===== config.mk =====
export PLATFORM = sky130hd
export DESIGN_NAME = ir_regfile_init
export DESIGN_NICKNAME = d
export VERILOG_FILES = /design/src/rtl/ir_regfile_init_pkg.sv /design/src/rtl/ir_regfile_init_regfile_core.sv /design/src/rtl/ir_regfile_init.sv
export SDC_FILE = /design/constraint.sdc
export NUM_CORES = 1
export LEC_CHECK = 0
export CAP_MARGIN = 5
export CORE_ASPECT_RATIO = 0.9
export CORE_MARGIN = 4
export CORE_UTILIZATION = 60
export CTS_CLUSTER_DIAMETER = 40
export DETAILED_ROUTE_END_ITERATION = 16
export GPL_TIMING_DRIVEN = 0
export PLACE_DENSITY = 0.86
export SLEW_MARGIN = 20
export SYNTH_ARGS = -nofsm -noshare
export SYNTH_HDL_FRONTEND = slang
export SYNTH_SLANG_ARGS = --single-unit

===== constraint.sdc =====
create_clock -name clk -period 6 [get_ports clk]
set_input_delay 0.6 -clock clk [delete_from_list [all_inputs] [get_ports clk]]
set_output_delay 0.6 -clock clk [all_outputs]
set_load 0.03 [all_outputs]

===== src/rtl/ir_regfile_init_pkg.sv =====
// Shared definitions for the IR-indexed register file: FSM state codes and IR field positions.
package ir_regfile_init_pkg;

  localparam logic [0:0] ST_INIT = 1'b0;
  localparam logic [0:0] ST_RUN  = 1'b1;

  // Low bit of each read-address field inside the instruction word
  localparam int IR_A_LSB = 8;
  localparam int IR_B_LSB = 4;

endpackage


===== src/rtl/ir_regfile_init_regfile_core.sv =====
// Register storage with one write port and three combinational read ports; no reset on the data.
module regfile_core #(
  parameter int WIDTH = 16,
  parameter int AW    = 4
) (
  input  logic             clk,
  input  logic             we,
  input  logic [AW-1:0]    wAddr,
  input  logic [WIDTH-1:0] wData,
  input  logic [AW-1:0]    rAddrA,
  input  logic [AW-1:0]    rAddrB,
  input  logic [AW-1:0]    rAddrC,
  output logic [WIDTH-1:0] rDataA,
  output logic [WIDTH-1:0] rDataB,
  output logic [WIDTH-1:0] rDataC
);

  logic [WIDTH-1:0] mem [2**AW];

  always_ff @(posedge clk) begin
    if (we) mem[wAddr] <= wData;
  end

  assign rDataA = mem[rAddrA];
  assign rDataB = mem[rAddrB];
  assign rDataC = mem[rAddrC];

endmodule


===== src/rtl/ir_regfile_init.sv =====
// Instruction register driving a register file that clears itself after reset.
// Define IRRF_BYPASS_EN for write-first forwarding on the read ports.
module ir_regfile_init
  import ir_regfile_init_pkg::*;
#(
  parameter int WIDTH    = 16,
  parameter int AW       = 4,
  parameter int CR_INDEX = 8
) (
  input  logic             clk,
  input  logic             reset,
  input  logic             writeIR,
  input  logic [WIDTH-1:0] instr,
  input  logic [WIDTH-1:0] inpt,
  input  logic             writeRegFile,
  input  logic [AW-1:0]    WriteToReg,
  input  logic             CRwrite,
  output logic [WIDTH-1:0] IRout,
  output logic [WIDTH-1:0] DataA,
  output logic [WIDTH-1:0] DataB,
  output logic [WIDTH-1:0] DataCR,
  output logic             ready
);

  localparam logic [AW-1:0] CR_ADDR  = AW'(CR_INDEX);
  localparam logic [AW-1:0] LAST_IDX = {AW{1'b1}};

  logic [0:0]       state;
  logic [AW-1:0]    clrCnt;
  logic [WIDTH-1:0] ir;
  logic             userWrite;
  logic             coreWe;
  logic [AW-1:0]    coreAddr;
  logic [WIDTH-1:0] coreData;
  logic [AW-1:0]    addrA;
  logic [AW-1:0]    addrB;
  logic [WIDTH-1:0] rdA;
  logic [WIDTH-1:0] rdB;
  logic [WIDTH-1:0] rdC;

  always_ff @(posedge clk) begin
    if (reset) begin
      state  <= ST_INIT;
      clrCnt <= '0;
      ready  <= 1'b0;
      ir     <= '0;
    end else begin
      if (writeIR) ir <= instr;
      if (state == ST_INIT) begin
        clrCnt <= clrCnt + 1'b1;
        if (clrCnt == LAST_IDX) begin
          state <= ST_RUN;
          ready <= 1'b1;
        end
      end
    end
  end

  // The CR only accepts a write when both enables agree
  assign userWrite = (state == ST_RUN) && writeRegFile &&
                     ((WriteToReg != CR_ADDR) || CRwrite);

  assign coreWe   = (state == ST_INIT) || userWrite;
  assign coreAddr = (state == ST_INIT) ? clrCnt : WriteToReg;
  assign coreData = (state == ST_INIT) ? '0 : inpt;

  assign addrA = ir[IR_A_LSB +: AW];
  assign addrB = ir[IR_B_LSB +: AW];

  regfile_core #(
    .WIDTH(WIDTH),
    .AW   (AW)
  ) uCore (
    .clk   (clk),
    .we    (coreWe),
    .wAddr (coreAddr),
    .wData (coreData),
    .rAddrA(addrA),
    .rAddrB(addrB),
    .rAddrC(CR_ADDR),
    .rDataA(rdA),
    .rDataB(rdB),
    .rDataC(rdC)
  );

  assign IRout = ir;

`ifdef IRRF_BYPASS_EN
  // Clear-sweep writes are never forwarded, only accepted user writes
  assign DataA  = (userWrite && (WriteToReg == addrA))   ? inpt : rdA;
  assign DataB  = (userWrite && (WriteToReg == addrB))   ? inpt : rdB;
  assign DataCR = (userWrite && (WriteToReg == CR_ADDR)) ? inpt : rdC;
`else
  assign DataA  = rdA;
  assign DataB  = rdB;
  assign DataCR = rdC;
`endif

endmodule


## Yosys cells after proc, flatten, opt, wreduce, memory -nomap -nowiden

Memories as Yosys holds them, arrays and structs flattened. A register that Yosys moved wholly into a read port is not among the register bits.
Index checks and enable logic that the tools add are counted.

| storage, ports and cells | value |
|---|---|
| flip-flop bits (word level) | 22 |
| RAM bits | 256 |
| bits of input ports | 41 |
| output and inout bits | 65 |
| logic and storage cells | 24 |
| memories | 1 |

| cells by class | value |
|---|---|
| add/sub/neg operators | 1 |
| eq/ne operators | 2 |
| mux-type cells | 10 |
| bitwise operators | 1 |
| reductions and logical operators | 5 |

Memory list:

| name | words | width | read ports | clocked after memory_dff | write ports | RTL line | text |
|---|---|---|---|---|---|---|---|
| uCore.mem | 16 | 16 | 3 | 2 | 1 | ir_regfile_init_regfile_core.sv:18 | `logic [WIDTH-1:0] mem [2**AW];` |

Operators with widths:

| kind | count |
|---|---|
| $mux 4 | 5 |
| $mux 16 | 1 |
| $add 4x1->4 const B | 1 |
| $eq 4x4->1 const B | 1 |
| $mux 1 | 4 |
| $ne 4x4->1 const B | 1 |
| $logic_and 1x1->1 | 2 |
| $logic_or 1x1->1 | 2 |
| $reduce_and 2->1 | 1 |
| $not 1->1 | 1 |

## Longest topological paths before layout

Gate-level depths: netlist of the first run.

| logic depth | value |
|---|---|
| depth after elaboration | 6 |
| mapped depth | 5 |
| mapped depth without buffers | 4 |

## Cells and area by module

A second synthesis of the first run with hierarchy kept.

| second synthesis, totals | value |
|---|---|
| cells, all modules | 792 |
| area, all modules | 14,562.7 sq um |

Modules (own cells, without submodules):

| module | instances | cells an instance | area an instance (sq um) | sequential area each (sq um) |
|---|---|---|---|---|
| regfile_core | 1 | 690 | 13,588.0 | 7,687.4 |
| ir_regfile_init | 1 | 102 | 974.7 | 440.4 |

## Worst setup path after synthesis of the first run

Ideal clock, no wire load.

| timing | value |
|---|---|
| kind | register to register |
| start point | reg state |
| end point | mem uCore.mem[11][0] (enable) |
| setup time | 0.388 ns |
| data arrival time | 1.769 ns |
| data required time | 5.612 ns |
| setup slack | 3.842 ns |
| cell stages (with the launch flop) | 6 |
| buffers on the path | 2 |
| clock period less this slack | 2.158 ns |
| path through | dfxtp_1 -> clkbuf_1 -> clkbuf_1 -> nand4_1 -> o21a_1 -> nor2_1 |

| on the way | value |
|---|---|
| longest elaborated chain between the ends | 5 |
| elaborated cells on any way between the ends | 7 |
| classes of those cells | mux (3); bitwise (1); reduce/logical (3) |

RTL lines:

| item | RTL line | text |
|---|---|---|
| start, declared | ir_regfile_init.sv:28 | `logic [0:0] state;` |
| start signal, assigned | ir_regfile_init.sv:43 | `state <= ST_INIT;` |
| start signal, assigned | ir_regfile_init.sv:52 | `state <= ST_RUN;` |
| $logic_and 1x1->1 (2 in a row) | ir_regfile_init.sv:60 | `assign userWrite = (state == ST_RUN) && writeRegFile &&` |
| $logic_or 1x1->1 | ir_regfile_init.sv:63 | `assign coreWe = (state == ST_INIT) \|\| userWrite;` |
| $mux 1 | ir_regfile_init_regfile_core.sv:21 | `if (we) mem[wAddr] <= wData;` |
| $mux 1 (implied by the code) | ir_regfile_init_regfile_core.sv:21 |  |
| end, declared | ir_regfile_init_regfile_core.sv:18 |  |

Parallel ways exist; a longest one is shown, timed or not.

==> results.json, run 1 <==
{
  "area_growth_pct": 22.3,
  "rsz0062_at_grt": "no",
  "clk_latency_ns": 0.53,
  "synth.area.top_cells": "edfxtp_1 60%, mux4_2 18%, dfxtp_1 4.7%, mux4_1 4.1%, a22oi_1 3.7%",
  "crit_fanout": 10,
  "yosys.area.top_type": "edfxtp_1",
  "rows": 50,
  "fin_setup_tns_ns": 0,
  "synth_cell_type_count": 34,
  "gp_congestion": 0.876,
  "numCtsBuffers": 36,
  "slew_headroom_pct": 42.6,
  "cts_max_path_buffers": 3,
  "grt.busiest_layer": "met2",
  "synth_common_cells": "256 x edfxtp_1, 105 x mux4_2, 64 x a22oi_1",
  "die_area_um2": 23800,
  "antenna_found_initial": 0,
  "dp_hpwl_um": 23000,
  "cts-root-buf": "clkbuf_16",
  "slew_viol_final": 0,
  "power.density_nw_per_um2": 316,
  "track_usage_pct": 31.9,
  "core_um2": 20900,
  "diodes": 0,
  "ys_seq_area_share_pct": 64.5,
  "final_cells": 1142,
  "initial_utilization_pct": 61.5,
  "syn_inst": 672,
  "synth.most_common_cell": "edfxtp_1",
  "netlist_area_um2": 12800,
  "p_leak_uw": 0.00538,
  "nNetsFinal": 872,
  "vias": 8361,
  "synth_ff_type": "edfxtp_1",
  "async_reset_ff_share_pct": 0,
  "met1_usage_pct": 40.6,
  "cts_setup_buffers": 0,
  "ys_warn_count": 0,
  "drtIter0Drc": 1237,
  "clock-sinks": 286,
  "fp.dieW_um": 162,
  "cts_hold_buf": 0,
  "drive_above_1_share_pct": 26.9,
  "cts_tree": "yes",
  "synth_nets": 714,
  "grt_util_met2_pct": 51.7,
  "finalSetupViolations": 0,
  "use_met3_pct": 10.9,
  "grt_max_degree": 17,
  "gr-total-overflow": 0,
  "grt_pass1_wl_um": 55200,
  "vdd.ir_drop.worst_v": 0.000210,
  "setup.worst_path.class": "flip-flop to output port",
  "cts_resized": 0,
  "vias_per_cell": 7.32,
  "worst_pin_slew_ns": 0.857,
  "firstDrtPassIters": 6,
  "die-height_um": 147,
  "period_minus_slack_ns": 4.06,
  "cp.arrival_ns": 3.46,
  "ys_ff_latch": 286,
  "ctsHtreeMaxLevel": 2,
  "outcome": "finished, final reports clean",
  "hp-class": "flip-flop to flip-flop",
  "cp.required_ns": 5.40,
  "finClkSkew_ns": 0.0179,
  "synth.avg_cell_area_um2": 19.1,
  "synth_edf_count": 256,
  "critPathLaunchType": "flip-flop",
  "grt_pass1_vias": 8577,
  "place_inst": 1078,
  "fmax_ghz": 0.246,
  "post-route-period-util_pct": 67.6,
  "max_cap_violations": 0,
  "routedWlPerCell_um": 33.0,
  "drt-total-wl_um": 37700,
  "endpoint_kind": "output port",
  "io_pins": 106,
  "postRouteAntennaNets": 0,
  "hold_viol": 0,
  "synth_top_cell_area_share_pct": 59.9,
  "drc_errors": 0,
  "clk_pin_slew_ns": 0.06,
  "port_buffers": 104
}
[power by group]
group          switching, uW  internal (uW)  leakage [uW]
Sequential              28.5           2200       0.00274
Combinational            345            265       0.00206
Clock                    851           1280      0.000580
[registers in the layout, indices dropped and copies added, names as in the netlist, named ones only]
register and count:
state 1, clrCnt 4, IRout 16, uCore.mem 256
ready 1
[cell families (layout without fill, tap and decap cells)]
family,after synthesis,after routing,share of synthesized area (%)
DFF,286,286,64.5
adders and majority gates,1,1,0.0974
and+or+nand+nor,109,109,3.86
xor gates and xnor gates,3,3,0.205
muxes,145,145,24.4
AOI/OAI and AO/OA,74,74,4.30
buffers and inverters,54,238,2.58
[metal layers]
| metal | part of all wire [%] | routed length (um) | vias up |
|---|---|---|---|
| met2 | 49 | 18300 | 891 |
| met4 | 4.7 | 1760 | 0 |
| met3 | 15 | 5520 | 172 |
| met5 | 0 | 0 | - |
| li1 | - | - | 3167 |
| met1 | 32 | 12100 | 4131 |
[placed cells by master (no fill, tap or decap), drive strengths merged, types with 5 or more instances in the layout]
master / Yosys / layout
buf: 33 / 49
nand2: 34 / 34
a31oi: 5 / 5
inv: 2 / 9
mux2i: 17 / 17
clkinv: 0 / 8
clkdlybuf4s50: 0 / 104
a22oi: 64 / 64
clkbuf: 18 / 63
dfxtp: 30 / 30
mux4: 128 / 128
and2: 18 / 18
edfxtp: 256 / 256
nor2: 43 / 43
nor2b: 7 / 7
[worst paths after layout]
path	startpoint	end	slack (ns)	cells after the start
worst min-delay path	IRout[2]	IRout[2]	0.50	2
worst max register to register	state	uCore.mem[2][8]	3.27	5
worst min register to register	IRout[2]	IRout[2]	0.50	2
worst max-delay path	flip-flop	DataB[7]	1.94	6
[metrics by stage]
step / cell area [um2] / util [%] / setup WS [ns] / total power (uW) / hold slack [ns]
2_1_floorplan: 12800 / - / 3.84 / 2610 / 0.559
3_3_place_gp: 14200 / 68.1 / 2.65 / 2810 / 0.468
3_5_place_dp: 14500 / 69.5 / 2.65 / 2840 / 0.479
4_1_cts: 15700 / 75.1 / 2.05 / 4950 / 0.498
5_1_grt: 15700 / 75.1 / 1.92 / 5080 / 0.530
6_report: 15700 / 75.1 / 1.94 / 4970 / 0.502
[critical path: stages (launching register included)]
cell and delay (ns):
dfxtp_1 0.30, buf_2 0.27, buf_1 0.68, mux4_2 0.43
a22oi_1 0.42, nand2_1 0.18, clkdlybuf4s50_1 0.65
[final cells by class]
class	instances	area, um2
fill	1081	5190
clock inverter	19	189
sequential	286	8290
inverter	2	7.51
tap	286	358
clock buffer	45	996
timing repair buffer	120	1280
multi-input combinational	332	4260
buffer	52	324
Power figures use the tool's default switching activity.
==> inputs of run 2 (changes only) <==
Settings changed: CORE_UTILIZATION 60 to 53, PLACE_DENSITY 0.86 to 0.81.
Clock period 6 ns to 3.2 ns, I/O delays scaled along.
==> run 2 against run 1 <==
  * Count of clock-buffer cells in the layout fell by 5
  * Utilization is 8.4 points lower
  * Critical path type unchanged
  * Combinational power grew 80%
  * Sequential share of layout area down 0.21 points
==> results.json, run 2 (same netlist as run 1, synthesis figures left out) <==
{
  "outcome": "finished, final reports clean",
  "vias": 8036,
  "gr-total-overflow": 0,
  "clock-sinks": 286,
  "endpoint_kind": "output port",
  "slew_viol_final": 0,
  "period_minus_slack_ns": 3.16,
  "power.density_nw_per_um2": 581,
  "initial_utilization_pct": 54.4,
  "final_common_cell": "edfxtp_1",
  "diodes": 0,
  "cts_tree": "yes",
  "use_met3_pct": 6.36,
  "dp_hpwl_um": 23000,
  "fin_ws_ns": 0.0445,
  "rr_worst_depth": 5,
  "hold_viol": 0,
  "slew_headroom_pct": 38.6,
  "fin_setup_tns_ns": 0,
  "firstDrtPassIters": 6,
  "p_leak_uw": 0.00558,
  "grt_pass1_vias": 8239,
  "rows": 53,
  "core_um2": 23600,
  "die_area_um2": 26800,
  "ctsHtreeMaxLevel": 2,
  "drt-total-wl_um": 35400,
  "crit_fanout": 10,
  "finClkSkew_ns": 0.0122,
  "antenna_found_initial": 0,
  "vdd.ir_drop.worst_v": 0.000335,
  "max_cap_violations": 0,
  "grt_max_degree": 17,
  "clk_latency_ns": 0.51,
  "grt_pass1_wl_um": 52000,
  "numCtsBuffers": 35,
  "setup.worst_path.class": "flip-flop to output port",
  "post-route-period-util_pct": 98.6,
  "cp.required_ns": 2.88,
  "met1_usage_pct": 35.2,
  "clk_pin_slew_ns": 0.06,
  "post-place-ws_ns": 0.0946,
  "vias_per_cell": 6.94,
  "finalSetupViolations": 0,
  "cts-root-buf": "clkbuf_16",
  "port_buffers": 104,
  "postRouteAntennaNets": 0,
  "grt_util_met2_pct": 43.8,
  "hp-class": "input port to flip-flop",
  "gp_congestion": 0.823,
  "whs_path_depth": 3,
  "drc_errors": 0,
  "die-height_um": 156,
  "nNetsFinal": 873,
  "worst_pin_slew_ns": 0.917,
  "cts_hold_buf": 0,
  "grt.busiest_layer": "met2",
  "rsz0062_at_grt": "no",
  "fp.dieW_um": 172,
  "cp.arrival_ns": 2.84,
  "drtIter0Drc": 1142,
  "io_pins": 106,
  "critPathLaunchType": "flip-flop",
  "cts_max_path_buffers": 3,
  "fmax_ghz": 0.317,
  "drive_above_1_share_pct": 28.4,
  "track_usage_pct": 26.6,
  "routedWlPerCell_um": 30.6,
  "largest_reg_flops": 256,
  "area_growth_pct": 22.8,
  "registers.top_by_ff_count": "uCore.mem",
  "layout_common_cells": "256 x edfxtp_1, 105 x mux4_2, 76 x clkdlybuf4s50_1"
}
[run 2: changes by cell type in the layout (fill, tap and decap cells not counted), sizes merged]
cell	previous run	this run
dlymetal6s2s	1	14
clkinv	8	12
dlygate4sd2	0	15
inv	9	3
buf	49	50
bufinv	2	3
clkinvlp	2	6
clkdlybuf4s50	104	76
clkbuf	63	59
[run 2: stage by stage]
| stage | cells | cell area, um2 | util (%) | hold slack [ns] | total power, uW |
|---|---|---|---|---|---|
| floorplan | 672 | 12800 | - | 0.392 | 4890 |
| global placement | 1078 | 14300 | 60.4 | 0.469 | 5280 |
| detailed placement | 1094 | 14500 | 61.5 | 0.486 | 5330 |
| CTS | 1158 | 15700 | 66.6 | 0.204 | 9170 |
| global route | 1158 | 15800 | 66.8 | 0.253 | 9390 |
| finish | 1158 | 15800 | 66.8 | 0.219 | 9150 |
[run 2: critical path, cell delays in order, from the launching register on]
cell	delay (ns)
dfxtp_1	0.32
buf_6	0.18
buf_6	0.24
mux4_2	0.52
a22oi_1	0.33
nand2_1	0.12
clkdlybuf4s50_1	0.61
[run 2: worst paths after layout]
path              from                to  slack, ns
max          flip-flop         DataA[15]       0.04
min            writeIR         IRout[15]       0.22
max reg2reg      state  uCore.mem[10][4]       0.64
min reg2reg  IRout[15]         IRout[15]       0.50
[run 2: layer usage]
layer / vias to the layer above / part of all wire, %
li1: 3175 / -
met1: 4102 / 35
met2: 673 / 51
met3: 86 / 11
met4: 0 / 3.1
met5: - / 0
[run 2: power breakdown]
group / total [uW] / internal, uW / leakage (uW) / switching, uW
sequential: 4170 / 4120 / 0.00274 / 52.0
combinational: 1100 / 478 / 0.00230 / 621
clock: 3880 / 2350 / 0.000541 / 1530
[run 2: cell type report]
cell class                 count  area (um2)
buffer                        52         358
clock buffer                  40         937
clock inverter                22         208
fill                        1427        7850
inverter                       2        7.51
multi-input combinational    332        4290
sequential                   286        8290
tap                          302         378
timing repair buffer         122        1290
[run 2: what timing repair did]
item / CTS / global route
setup buffers: 2 / 0
setup endpoints to repair: 29 / 16
gates resized for setup: 35 / 19
cloned: 0 / 0
